--- config.mk ---
export PLATFORM = sky130hd
export DESIGN_NAME = vga_vram_arbiter_flat
export DESIGN_NICKNAME = d
export VERILOG_FILES = /design/src/rtl/vga_vram_arbiter_if.sv /design/src/rtl/vga_vram_arbiter.sv /design/src/flat_wrapper.sv
export SDC_FILE = /design/constraint.sdc
export NUM_CORES = 1
export LEC_CHECK = 0
export ABC_CLOCK_PERIOD_IN_PS = 2200
export BUFFER_PORTS_ARGS = -buffer_cell sky130_fd_sc_hd__buf_2
export CAP_MARGIN = 0
export CORE_MARGIN = 4
export CORE_UTILIZATION = 45
export DETAILED_ROUTE_END_ITERATION = 8
export HOLD_SLACK_MARGIN = 0.15
export PLACE_DENSITY = 0.79
export SLEW_MARGIN = 20
export SYNTH_ARGS = -nofsm -noshare
export SYNTH_HDL_FRONTEND = slang
export SYNTH_SLANG_ARGS = --single-unit
--- constraint.sdc ---
create_clock -name clk -period 2.2 [get_ports clk]
set_clock_uncertainty 0.2 [all_clocks]
set_input_delay 0.44 -clock clk [delete_from_list [all_inputs] [get_ports clk]]
set_output_delay 0.44 -clock clk [all_outputs]
set_load 0.01 [all_outputs]
--- src/rtl/vga_vram_arbiter_if.sv ---
// Bus bundle between the VGA VRAM arbiter and its CPU, display-fetch and RAM neighbours.
// The slave modport is the arbiter's view; master is everything around it.
interface vga_vram_arbiter_if #(
  parameter int ADDR_WIDTH = 13
);
  logic                  cs;
  logic [19:1]           data_m_addr;
  logic [15:0]           data_m_data_in;
  logic [15:0]           data_m_data_out;
  logic [1:0]            data_m_bytesel;
  logic                  data_m_wr_en;
  logic                  data_m_access;
  logic                  data_m_ack;

  logic                  fetch_req;
  logic [ADDR_WIDTH-1:0] fetch_addr;
  logic                  fetch_gnt;
  logic                  fetch_rvalid;
  logic [15:0]           fetch_rdata;

  logic [ADDR_WIDTH-1:0] vram_addr;
  logic                  vram_wr_en;
  logic [1:0]            vram_be;
  logic [15:0]           vram_wdata;
  logic [15:0]           vram_rdata;

  modport slave (
    input  cs, data_m_addr, data_m_data_in, data_m_bytesel, data_m_wr_en, data_m_access,
    input  fetch_req, fetch_addr, vram_rdata,
    output data_m_data_out, data_m_ack, fetch_gnt, fetch_rvalid, fetch_rdata,
    output vram_addr, vram_wr_en, vram_be, vram_wdata
  );

  modport master (
    output cs, data_m_addr, data_m_data_in, data_m_bytesel, data_m_wr_en, data_m_access,
    output fetch_req, fetch_addr, vram_rdata,
    input  data_m_data_out, data_m_ack, fetch_gnt, fetch_rvalid, fetch_rdata,
    input  vram_addr, vram_wr_en, vram_be, vram_wdata
  );
endinterface

--- src/rtl/vga_vram_arbiter.sv ---
// Single-port VRAM arbiter: display fetch has deadline priority, the CPU is
// guaranteed a slot after at most STARVE_LIMIT fetch grants. Fixed 3-cycle completion.
module vga_vram_arbiter #(
  parameter int ADDR_WIDTH   = 13,
  parameter int STARVE_LIMIT = 4
) (
  input logic               clk,
  input logic               reset,
  vga_vram_arbiter_if.slave bus
);
  localparam int DATA_W = 16;
  localparam int CNT_W  = 4;
  localparam logic [CNT_W-1:0] LIMIT = CNT_W'(STARVE_LIMIT);

  typedef enum logic [1:0] {
    TAG_NONE   = 2'd0,
    TAG_FETCH  = 2'd1,
    TAG_CPU_RD = 2'd2,
    TAG_CPU_WR = 2'd3
  } tag_e;

  logic                  cpu_pending;
  logic                  fetch_ok;
  logic                  gnt_fetch;
  logic                  gnt_cpu;
  logic [ADDR_WIDTH-1:0] cpu_addr;

  logic                  cpu_inflight_q, cpu_inflight_d;
  logic [CNT_W-1:0]      starve_cnt_q, starve_cnt_d;
  tag_e                  tag_p1_q, tag_p1_d;
  tag_e                  tag_p2_q, tag_p2_d;

  logic [ADDR_WIDTH-1:0] vram_addr_q, vram_addr_d;
  logic                  vram_wr_en_q, vram_wr_en_d;
  logic [1:0]            vram_be_q, vram_be_d;
  logic [DATA_W-1:0]     vram_wdata_q, vram_wdata_d;

  logic                  ack_q, ack_d;
  logic [DATA_W-1:0]     data_out_q, data_out_d;
  logic                  fetch_rvalid_q, fetch_rvalid_d;
  logic [DATA_W-1:0]     fetch_rdata_q, fetch_rdata_d;

  assign cpu_addr = bus.data_m_addr[ADDR_WIDTH:1];

  // Upper CPU address bits beyond the VRAM window simply wrap.
  if (ADDR_WIDTH < 19) begin : g_addr_hi
    logic unused_addr_hi;
    assign unused_addr_hi = ^bus.data_m_addr[19:ADDR_WIDTH+1];
  end

  always_comb begin
    cpu_pending    = bus.cs & bus.data_m_access & ~cpu_inflight_q & ~ack_q;
    fetch_ok       = bus.fetch_req & (~cpu_pending | (starve_cnt_q < LIMIT));
    // No grants while reset is held so every output reads zero during reset.
    gnt_fetch      = reset & fetch_ok;
    gnt_cpu        = reset & ~fetch_ok & cpu_pending;

    starve_cnt_d   = starve_cnt_q;
    if (!cpu_pending || gnt_cpu) begin
      starve_cnt_d = '0;
    end else if (gnt_fetch && (starve_cnt_q != '1)) begin
      starve_cnt_d = starve_cnt_q + 1'b1;
    end

    cpu_inflight_d = cpu_inflight_q;
    if (gnt_cpu) begin
      cpu_inflight_d = 1'b1;
    end else if (ack_q) begin
      cpu_inflight_d = 1'b0;
    end

    // Grant stage: select the winner's access onto the registered RAM port.
    tag_p1_d     = TAG_NONE;
    vram_addr_d  = vram_addr_q;
    vram_wr_en_d = 1'b0;
    vram_be_d    = vram_be_q;
    vram_wdata_d = vram_wdata_q;
    if (gnt_fetch) begin
      tag_p1_d     = TAG_FETCH;
      vram_addr_d  = bus.fetch_addr;
    end else if (gnt_cpu) begin
      tag_p1_d     = bus.data_m_wr_en ? TAG_CPU_WR : TAG_CPU_RD;
      vram_addr_d  = cpu_addr;
      vram_wr_en_d = bus.data_m_wr_en;
      vram_be_d    = bus.data_m_bytesel;
      vram_wdata_d = bus.data_m_data_in;
    end

    // RAM stage: tag follows the access while the RAM produces read data.
    tag_p2_d = tag_p1_q;

    // Completion stage: route captured RAM data to the requester that owns it.
    ack_d          = (tag_p2_q == TAG_CPU_RD) || (tag_p2_q == TAG_CPU_WR);
    data_out_d     = (tag_p2_q == TAG_CPU_RD) ? bus.vram_rdata : '0;
    fetch_rvalid_d = (tag_p2_q == TAG_FETCH);
    fetch_rdata_d  = (tag_p2_q == TAG_FETCH) ? bus.vram_rdata : '0;
  end

  always_ff @(posedge clk or negedge reset) begin
    if (!reset) begin
      cpu_inflight_q <= 1'b0;
      starve_cnt_q   <= '0;
      tag_p1_q       <= TAG_NONE;
      tag_p2_q       <= TAG_NONE;
      vram_addr_q    <= '0;
      vram_wr_en_q   <= 1'b0;
      vram_be_q      <= '0;
      vram_wdata_q   <= '0;
      ack_q          <= 1'b0;
      data_out_q     <= '0;
      fetch_rvalid_q <= 1'b0;
      fetch_rdata_q  <= '0;
    end else begin
      cpu_inflight_q <= cpu_inflight_d;
      starve_cnt_q   <= starve_cnt_d;
      tag_p1_q       <= tag_p1_d;
      tag_p2_q       <= tag_p2_d;
      vram_addr_q    <= vram_addr_d;
      vram_wr_en_q   <= vram_wr_en_d;
      vram_be_q      <= vram_be_d;
      vram_wdata_q   <= vram_wdata_d;
      ack_q          <= ack_d;
      data_out_q     <= data_out_d;
      fetch_rvalid_q <= fetch_rvalid_d;
      fetch_rdata_q  <= fetch_rdata_d;
    end
  end

  assign bus.fetch_gnt       = gnt_fetch;
  assign bus.vram_addr       = vram_addr_q;
  assign bus.vram_wr_en      = vram_wr_en_q;
  assign bus.vram_be         = vram_be_q;
  assign bus.vram_wdata      = vram_wdata_q;
  assign bus.data_m_ack      = ack_q;
  assign bus.data_m_data_out = data_out_q;
  assign bus.fetch_rvalid    = fetch_rvalid_q;
  assign bus.fetch_rdata     = fetch_rdata_q;

endmodule
--- src/flat_wrapper.sv ---
// flat-port wrapper written by rule: the top's interface ports become plain ports
module vga_vram_arbiter_flat 
#(
  parameter int ADDR_WIDTH   = 13,
  parameter int STARVE_LIMIT = 4
)
  (clk, reset, bus_cs, bus_data_m_addr, bus_data_m_data_in, bus_data_m_bytesel, bus_data_m_wr_en, bus_data_m_access, bus_fetch_req, bus_fetch_addr, bus_vram_rdata, bus_data_m_data_out, bus_data_m_ack, bus_fetch_gnt, bus_fetch_rvalid, bus_fetch_rdata, bus_vram_addr, bus_vram_wr_en, bus_vram_be, bus_vram_wdata);
  vga_vram_arbiter_if #(.ADDR_WIDTH(ADDR_WIDTH)) bus_i ();
  input logic clk;
  input logic reset;
  input wire logic [$bits(bus_i.cs)-1:0] bus_cs;
  input wire logic [$bits(bus_i.data_m_addr)-1:0] bus_data_m_addr;
  input wire logic [$bits(bus_i.data_m_data_in)-1:0] bus_data_m_data_in;
  input wire logic [$bits(bus_i.data_m_bytesel)-1:0] bus_data_m_bytesel;
  input wire logic [$bits(bus_i.data_m_wr_en)-1:0] bus_data_m_wr_en;
  input wire logic [$bits(bus_i.data_m_access)-1:0] bus_data_m_access;
  input wire logic [$bits(bus_i.fetch_req)-1:0] bus_fetch_req;
  input wire logic [$bits(bus_i.fetch_addr)-1:0] bus_fetch_addr;
  input wire logic [$bits(bus_i.vram_rdata)-1:0] bus_vram_rdata;
  output wire logic [$bits(bus_i.data_m_data_out)-1:0] bus_data_m_data_out;
  output wire logic [$bits(bus_i.data_m_ack)-1:0] bus_data_m_ack;
  output wire logic [$bits(bus_i.fetch_gnt)-1:0] bus_fetch_gnt;
  output wire logic [$bits(bus_i.fetch_rvalid)-1:0] bus_fetch_rvalid;
  output wire logic [$bits(bus_i.fetch_rdata)-1:0] bus_fetch_rdata;
  output wire logic [$bits(bus_i.vram_addr)-1:0] bus_vram_addr;
  output wire logic [$bits(bus_i.vram_wr_en)-1:0] bus_vram_wr_en;
  output wire logic [$bits(bus_i.vram_be)-1:0] bus_vram_be;
  output wire logic [$bits(bus_i.vram_wdata)-1:0] bus_vram_wdata;
  assign bus_i.cs = bus_cs;
  assign bus_i.data_m_addr = bus_data_m_addr;
  assign bus_i.data_m_data_in = bus_data_m_data_in;
  assign bus_i.data_m_bytesel = bus_data_m_bytesel;
  assign bus_i.data_m_wr_en = bus_data_m_wr_en;
  assign bus_i.data_m_access = bus_data_m_access;
  assign bus_i.fetch_req = bus_fetch_req;
  assign bus_i.fetch_addr = bus_fetch_addr;
  assign bus_i.vram_rdata = bus_vram_rdata;
  assign bus_data_m_data_out = bus_i.data_m_data_out;
  assign bus_data_m_ack = bus_i.data_m_ack;
  assign bus_fetch_gnt = bus_i.fetch_gnt;
  assign bus_fetch_rvalid = bus_i.fetch_rvalid;
  assign bus_fetch_rdata = bus_i.fetch_rdata;
  assign bus_vram_addr = bus_i.vram_addr;
  assign bus_vram_wr_en = bus_i.vram_wr_en;
  assign bus_vram_be = bus_i.vram_be;
  assign bus_vram_wdata = bus_i.vram_wdata;
  vga_vram_arbiter #(.ADDR_WIDTH(ADDR_WIDTH), .STARVE_LIMIT(STARVE_LIMIT)) u_core (.clk(clk), .reset(reset), .bus(bus_i));
endmodule
== Word level (Yosys, flattened, before mapping) ==
Index checks and enable logic that the tools add are counted.
W data, S select, Z words.

* Bits in registers: 75
* Input bits: 72
* Output and inout port bits: 67
* Word-level logic and storage cells: 52

* $add $sub $neg: 1
* Magnitude comparators: 1
* Eq/ne operators: 4
* Muxes and demuxes: 13
* Bitwise operators: 13
* Reductions and logical operators: 8

{| class="wikitable"
|+ Operators by type and width
! cell !! count
|-
| $mux W16 || 2
|-
| $mux W13 || 2
|-
| $mux W4 || 2
|-
| $and A1 B1 Y1 || 7
|-
| $reduce_bool A2 Y1 || 3
|-
| $mux W1 || 5
|-
| $not A1 Y1 || 5
|-
| $add A4 B1 Y4 const B || 1
|-
| $eq A2 B2 Y1 const B || 2
|-
| $lt A4 B3 Y1 const B || 1
|-
| $mux W2 || 2
|-
| $ne A4 B4 Y1 const B || 1
|-
| $eq A2 B1 Y1 const B || 1
|-
| $logic_or A1 B1 Y1 || 2
|-
| $reduce_and A2 Y1 || 1
|-
| $logic_and A1 B1 Y1 || 1
|-
| $logic_not A1 Y1 || 1
|-
| $or A1 B1 Y1 || 1
|}

== Logic depth before layout (Yosys ltp) ==
Gate-level depths: netlist of the first run.

* Depth in word-level cells: 11
* Gate-level depth with buffers: 5
* Mapped depth without buffers: 3

== Worst setup path after synthesis of the first run ==
OpenSTA, ideal clock, no wires.

* Path kind: flip-flop to flip-flop
* Start: register u_core.ack_q, in the netlist u_core.bus.data_m_ack
* End: register u_core.vram_wdata_q[15], in the netlist u_core.bus.vram_wdata[15]
* Library setup time: 0.125 ns
* Arrival time: 1.517 ns
* Data required time: 1.875 ns
* Setup slack: 0.358 ns
* Stages on the path, launching flop included: 6
* Buffers on the path: 2
* Clock period less this slack: 1.842 ns
* Cell sequence: dfrtp_1 nand4bb_1 buf_6 nor3b_4 buf_4 mux2_2

* Cells in the longest elaborated chain, start to end: 9
* Elaborated cells on any way between the ends: 11
* Those cells by class: bitwise (10); reduce/logical (1)

{| class="wikitable"
|+ Ends and longest elaborated chain
! what !! RTL line !! RTL
|-
| from (decl) || vga_vram_arbiter.sv:38 || <nowiki>logic ack_q, ack_d;</nowiki>
|-
| from (signal assigned) || vga_vram_arbiter.sv:122 || <nowiki>ack_q <= ack_d;</nowiki>
|-
| $not A1 Y1 (*) || vga_vram_arbiter.sv:52 || <nowiki>cpu_pending = bus.cs & bus.data_m_access & ~cpu_inflight_q & ~ack_q;</nowiki>
|-
| $and A1 B1 Y1 (*) || vga_vram_arbiter.sv:52 ||
|-
| $not A1 Y1 || vga_vram_arbiter.sv:53 || <nowiki>fetch_ok = bus.fetch_req & (~cpu_pending | (starve_cnt_q < LIMIT));</nowiki>
|-
| $or A1 B1 Y1 || vga_vram_arbiter.sv:53 ||
|-
| $and A1 B1 Y1 || vga_vram_arbiter.sv:53 ||
|-
| $not A1 Y1 || vga_vram_arbiter.sv:56 || <nowiki>gnt_cpu = reset & ~fetch_ok & cpu_pending;</nowiki>
|-
| $and A1 B1 Y1 (2 in a row) || vga_vram_arbiter.sv:56 ||
|-
| $reduce_and A2 Y1 (no source line) (*) || -- ||
|-
| to (signal assigned) || vga_vram_arbiter.sv:121 || <nowiki>vram_wdata_q <= vram_wdata_d;</nowiki>
|-
| to (decl) || vga_vram_arbiter.sv:36 || <nowiki>logic [DATA_W-1:0] vram_wdata_q, vram_wdata_d;</nowiki>
|}

Mark *: on every way between the ends. The rest lies on a longest branch, timed or not.
A chain may end at the register's enable or synchronous reset.

== Worst setup path in the final report of the first run ==
* Start: register u_core.ack_q, in the netlist u_core.bus.data_m_ack
* End: output port bus_fetch_gnt

* Cells in the longest elaborated chain, start to end: 6

{| class="wikitable"
|+ Ends and longest elaborated chain
! what !! RTL line !! RTL
|-
| $not A1 Y1 || vga_vram_arbiter.sv:52 ||
|-
| $and A1 B1 Y1 || vga_vram_arbiter.sv:52 ||
|-
| $not A1 Y1 || vga_vram_arbiter.sv:53 ||
|-
| $or A1 B1 Y1 || vga_vram_arbiter.sv:53 ||
|-
| $and A1 B1 Y1 || vga_vram_arbiter.sv:53 ||
|-
| $and A1 B1 Y1 || vga_vram_arbiter.sv:55 || <nowiki>gnt_fetch = reset & fetch_ok;</nowiki>
|-
| to (decl) || flat_wrapper.sv:22 || <nowiki>output wire logic [$bits(bus_i.fetch_gnt)-1:0] bus_fetch_gnt;</nowiki>
|}

Every way passes these cells.

==> run_results.csv, run 1 <==
group,metric,value,unit
run_status,status,"completed",
logic_synthesis,yosysSeqAreaShare,67.3,%
sta,hold_ws,0.148,ns
global_routing,grt_usage,20.1,%
critical_path,reg2reg_depth,4,
power,internal_power,0.00259,W
placement,place.port_buffers,132,
power,p_sw,0.00100,W
flow_run,maxCapViolations,0,
finish,fin_cells,466,
critical_path,r2r-end,"u_core.bus.vram_addr[2]",
power,clock_power_share,28.2,%
sta,fin_tns_setup,0,ns
cts,clk_pin_slew,0.07,ns
global_routing,grt_max_degree,66,
logic_synthesis,synth.largest_area_cell,"dfrtp_1",
sta,worst-slew-pin-transition,0.987,ns
finish,antenna_cells,0,
critical_path,regToRegSetupSlack,0.36,ns
floorplan,start_util,46.8,%
logic_synthesis,ys_ff_latch,75,
logic_synthesis,yosysUniqueCellTypes,25,
floorplan,core_area,0.00596,sq mm
route,drt-initial-drc-count,100,
logic_synthesis,synth_area,0.00279,sq mm
route,drcViolationCount,0,
logic_synthesis,ys_warn_count,0,
floorplan,io_pins,139,
placement,place.gp.congestion,0.790,
critical_path,reg2reg_from,"u_core.bus.data_m_ack",
sta,hold_violations,0,
logic_synthesis,synthesis.nets,273,
floorplan,rows,28,
placement,placed_area,0.00354,sq mm
route,ant_nets,0,
placement,dp_hpwl,4540,um
global_routing,grt_pass1_vias,2490,
global_routing,overflow,0,
floorplan,die_x,86.7,um
route,drt-vias-per-instance,4.87,
critical_path,crit_start,"u_core.bus.data_m_ack",
critical_path,endpoint,"bus_fetch_gnt",
logic_synthesis,synth_top_area_share,67.3,%
global_routing,antenna_found_initial,0,
finish,nets,459,
hold_path,hold_path_class,"reg -> reg",
critical_path,cp.arrival,1.43,ns
critical_path,critPathRequiredTime,1.56,ns
cts,cts_sinks,75,
power,vdd_drop_max,0.601,mV
cts,cts-buffers-inserted,9,
route,dr.pass1.iters,4,
global_routing,grt_pass1_wl,11600,um
cts,htree_num_levels,3,
critical_path,start_kind,"register",
critical_path,crit_type,"reg -> out",
finish,drive_above_1_share,45.8,%
route,drt-total-wl,7290,um
sta,fmaxAchievable,483,MHz
critical_path,cp-end-kind,"output port",
critical_path,crit_fanout,4,
finish,final_area,0.00423,sq mm
sta,fin_crit_sh,94.1,%
cts,cts_buffer_depth,2,
power,swShare,27.9,%
route,wl_per_cell,15.6,um
route,num_vias,2268,
placement,placed_cells,402,
finish,areaGrowthSynthToFinish,51.6,%
cts,cts_tree,"yes",
floorplan,die_h,86.7,um
floorplan,dieArea,0.00752,sq mm
cts,cts_root_buf,"clkbuf_8",
sta,rsz0062_at_grt,"no",
logic_synthesis,netlist_top_cells_area,"dfrtp_1, and2_1, mux2_2",
cts,clock_latency,0.33,ns
power,p_seq_share,48.2,%
power,pwr-share-comb,23.6,%
power,p_per_area,850,mW/mm^2
sta,setup_viol,0,
power,power,0.00359,W
sta,slew_violations,0,
logic_synthesis,syn_area_per_cell,14.0,sq um
logic_synthesis,syn_inst,200,
sta,fin_crit,2.07,ns
sta,slew-limit-headroom,34.0,%
power,power_leakage,2.20,nW
[cell type report]
class	count	area, sq um
Inverter	1	3.75
Multi-Input combinational cell	112	856
Clock inverter	7	68.8
Clock buffer	9	124
Tap cell	75	93.8
Sequential cell	75	1880
Timing Repair Buffer	187	1210
Fill cell	418	1730
[state kept, by name, indices dropped and copies added, names as in the netlist]
register / cells
u_core.bus.vram_wr_en: 1
u_core.bus.fetch_rdata: 16
u_core.bus.fetch_rvalid: 1
u_core.starve_cnt_q: 4
u_core.bus.vram_wdata: 16
u_core.tag_p1_q: 2
u_core.bus.vram_addr: 13
u_core.cpu_inflight_q: 1
u_core.bus.data_m_data_out: 16
u_core.bus.data_m_ack: 1
u_core.tag_p2_q: 2
u_core.bus.vram_be: 2
[worst max-delay path, cell delays in order (launching register included)]
cell and delay, ns:
dfrtp_1 0.41, nand4bb_4 0.28, o211a_4 0.27, buf_2 0.14
[worst min path at each step]
stage / from / end / slack, ns / depth (start not counted)
2_1_floorplan: reset / u_core.bus.data_m_ack / -0.06 / 0
3_3_place_gp: reset / u_core.bus.vram_addr[12] / 0.1 / 1
3_5_place_dp: reset / u_core.bus.vram_addr[4] / 0.10 / 1
4_1_cts: bus_fetch_addr[10] / u_core.bus.vram_addr[10] / 0.15 / 2
5_1_grt: bus_fetch_addr[10] / u_core.bus.vram_addr[10] / 0.15 / 2
6_report: u_core.tag_p1_q[0] / u_core.tag_p2_q[0] / 0.15 / 0
[stage by stage]
stage,worst slack [ns],utilization (%)
after global placement,0.228,59.5
final,0.130,71.0
after floorplan,0.358,-
after global routing,0.0508,71.0
after detailed placement,0.207,59.5
after CTS,0.0248,70.7
[Yosys cell counts]
cell	n
dfrtp_1	75
and2_1	33
mux2_2	18
a221o_1	13
nand2_1	13
nor3_1	13
clkbuf_1	6
a21oi_1	3
nand2b_1	3
a21o_1	2
buf_2	2
buf_4	2
buf_6	2
nand3_1	2
nor2b_1	2
nor3b_4	2
and4bb_2	1
ha_1	1
inv_1	1
nand3b_1	1
nand4bb_1	1
nor2_1	1
nor3b_1	1
o211a_4	1
o21ai_0	1
[power by group through the flow]
stage               sequential [W]  clock (W)  combinational, W
CTS                        0.00173    0.00104          0.000833
global route               0.00177    0.00111          0.000917
floorplan                  0.00186          0          0.000279
finish                     0.00173    0.00101          0.000847
global placement           0.00174          0          0.000745
detailed placement         0.00175          0          0.000766
[kinds of logic (layout without fill, tap and decap cells)]
kind of cell / after synthesis / in the layout / share of synthesized area, %
AOI/OAI and AO/OA: 20 / 20 / 6.55
adders and majority gates: 1 / 1 / 0.448
buffers and inverters: 13 / 204 / 2.65
DFF: 75 / 75 / 67.3
muxes: 18 / 18 / 7.26
and+or+nand+nor: 73 / 73 / 15.8
[metal layers]
| metal | vias to the layer above | track usage [%] | part of all wire [%] |
|---|---|---|---|
| li1 | 1059 | - | - |
| met1 | 1088 | 22.9 | 38 |
| met2 | 102 | 34.9 | 52 |
| met3 | 19 | 5.04 | 6.8 |
| met4 | 0 | 9.92 | 3.0 |
| met5 | - | 0 | 0 |
[cells in the final DEF (no fill, tap or decap), types with 2 or more instances in the layout]
| master | netlist | routed |
|---|---|---|
| nand3_1 | 2 | 2 |
| nor2b_1 | 2 | 2 |
| a21oi_1 | 3 | 3 |
| and2_1 | 33 | 33 |
| a221o_1 | 13 | 13 |
| mux2_2 | 18 | 18 |
| dlygate4sd3_1 | 0 | 47 |
| nor3b_4 | 2 | 2 |
| clkinv_2 | 0 | 3 |
| clkinvlp_4 | 0 | 2 |
| dfrtp_1 | 75 | 75 |
| buf_2 | 2 | 131 |
| buf_4 | 2 | 8 |
| nand2b_1 | 3 | 3 |
| clkbuf_8 | 0 | 9 |
| a21o_1 | 2 | 2 |
| nand2_1 | 13 | 13 |
| nor3_1 | 13 | 13 |
[repair_timing]
| item | CTS | global route |
|---|---|---|
| hold endpoints to repair | 71 | 1 |
| hold buffers | 46 | 1 |
| endpoints found under the setup margin | 1 | 1 |
| pin swaps | 1 | 0 |
| setup buffers | 1 | 0 |
| resized for setup | 1 | 1 |
(Power assumes the default switching activity.)
==> run 2: changes to the inputs <==
--- a/config.mk
+++ b/config.mk
@@ -6,7 +6,7 @@
 export NUM_CORES = 1
 export LEC_CHECK = 0
 export ABC_CLOCK_PERIOD_IN_PS = 2200
-export BUFFER_PORTS_ARGS = -buffer_cell sky130_fd_sc_hd__buf_2
+export BUFFER_PORTS_ARGS = -buffer_cell sky130_fd_sc_hd__buf_4
 export CAP_MARGIN = 0
 export CORE_MARGIN = 4
 export CORE_UTILIZATION = 45
==> run 2 against run 1 <==
Net effect: sequential power is essentially flat; critical path depth stayed put; core utilization up 5.9 points; die area did not move; largest power group unchanged.
==> run_results.csv, run 2 (same netlist as run 1, synthesis figures left out) <==
group,metric,value,unit
run_status,status,"completed",
floorplan,die_h,86.7,um
global_routing,grt_usage,21.1,%
critical_path,start_kind,"register",
route,drt-vias-per-instance,4.91,
global_routing,grt_pass1_vias,2457,
cts,cts_tree,"yes",
cts,cts-buffers-inserted,9,
cts,clk_pin_slew,0.07,ns
sta,slew_violations,0,
floorplan,dieArea,0.00752,sq mm
global_routing,overflow,0,
global_routing,antenna_found_initial,0,
hold_path,hold_path_class,"reg -> reg",
critical_path,critPathRequiredTime,1.56,ns
route,dr.pass1.iters,4,
placement,place.port_buffers,132,
sta,fmaxAchievable,480,MHz
cts,clock_latency,0.34,ns
placement,dp_hpwl,4680,um
power,clock_power_share,27.2,%
power,power_leakage,2.28,nW
flow_run,maxCapViolations,0,
power,p_seq_share,46.3,%
power,p_sw,0.00102,W
critical_path,crit_type,"reg -> out",
cts,cts_root_buf,"clkbuf_8",
floorplan,start_util,46.8,%
critical_path,regToRegSetupSlack,0.37,ns
route,drt-total-wl,7620,um
placement,place.gp.congestion,0.769,
critical_path,crit_fanout,4,
sta,setup_viol,0,
cts,cts_sinks,75,
sta,hold_violations,0,
cts,htree_num_levels,3,
route,drt-initial-drc-count,59,
cts,cts_buffer_depth,2,
route,num_vias,2297,
floorplan,die_x,86.7,um
floorplan,rows,28,
power,swShare,27.2,%
power,vdd_drop_max,0.619,mV
sta,worst-slew-pin-transition,0.979,ns
route,drcViolationCount,0,
sta,fin_crit,2.08,ns
power,p_per_area,822,mW/mm^2
power,pwr-share-comb,26.5,%
critical_path,cp.arrival,1.44,ns
sta,fin_tns_setup,0,ns
route,wl_per_cell,16.3,um
finish,layout_commonest_cell,"buf_4",
finish,nets,461,
finish,drive_above_1_share,45.0,%
global_routing,grt_max_degree,47,
finish,areaGrowthSynthToFinish,64.2,%
finish,antenna_cells,0,
power,internal_power,0.00274,W
critical_path,cp-end-kind,"output port",
finish,layout_common_cells,"buf_4, dfrtp_1, dlygate4sd3_1, and2_1, mux2_2",
route,ant_nets,0,
floorplan,core_area,0.00596,sq mm
sta,slew-limit-headroom,34.6,%
sta,fin_crit_sh,94.6,%
placement,post-place-ws,0.259,ns
floorplan,io_pins,139,
sta,setup_ws,0.118,ns
global_routing,grt_pass1_wl,12100,um
sta,rsz0062_at_grt,"no",
## run 2: final timing paths
kind | endpoint | startpoint | depth (start not counted)
hold / removal | u_core.tag_p2_q[0] | u_core.tag_p1_q[0] | 0
min in group asynchronous | u_core.bus.data_m_ack | reset | 2
setup / recovery | bus_fetch_gnt | u_core.bus.data_m_ack | 3
max in group asynchronous | u_core.tag_p1_q[0] | reset | 3
hold reg to reg | u_core.tag_p2_q[0] | u_core.tag_p1_q[0] | 0
setup reg to reg | u_core.bus.vram_addr[10] | u_core.bus.data_m_ack | 4
## run 2: metrics by stage
stage                     area [sq um]  cells  util [%]  power (W)  hold WS (ns)
after global placement            3860    401      64.9    0.00265         0.132
final                             4580    468      76.9    0.00377         0.150
after global routing              4580    468      76.9    0.00397         0.158
after detailed placement          3860    401      64.9    0.00268         0.135
after CTS                         4570    468      76.7    0.00379         0.151
after floorplan                   2790    200         -    0.00214       -0.0556
## run 2: final cells by class
type	instances	area, sq um
flip-flops and latches	75	1880
repair buffers	189	1560
fillers	355	1380
multi-input cells	112	856
clock buffers	10	128
well taps	75	93.8
clock inverters	6	66.3
inverters	1	3.75
## run 2: what timing repair did
item,4_1_cts,5_1_grt
gates resized for setup,1,1
buffers inserted,1,0
hold buffers,50,0
endpoints found under the setup margin,1,1
hold endpoints to repair,93,0
pin swaps,1,0
## run 2: metal layers
metal  global-route usage, %  vias to the layer above  wire, um
li1                        -                     1070         -
met1                    24.9                     1124      2880
met2                    37.3                       88      4070
met3                    4.09                       15       484
met4                    9.49                        0       184
met5                       0                        -         0
## run 2: worst max-delay path, stage by stage (launching register included)
cell and delay, ns:
dfrtp_1 0.42, nand4bb_4 0.27, o211a_4 0.26, buf_4 0.14
## run 2: power by group through the flow
stage / clock [W] / sequential, W / combinational (W)
after detailed placement: 0 / 0.00176 / 0.000919
after global routing: 0.00112 / 0.00178 / 0.00108
final: 0.00102 / 0.00174 / 0.00100
after CTS: 0.00105 / 0.00174 / 0.000996
after floorplan: 0 / 0.00186 / 0.000279
after global placement: 0 / 0.00175 / 0.000894
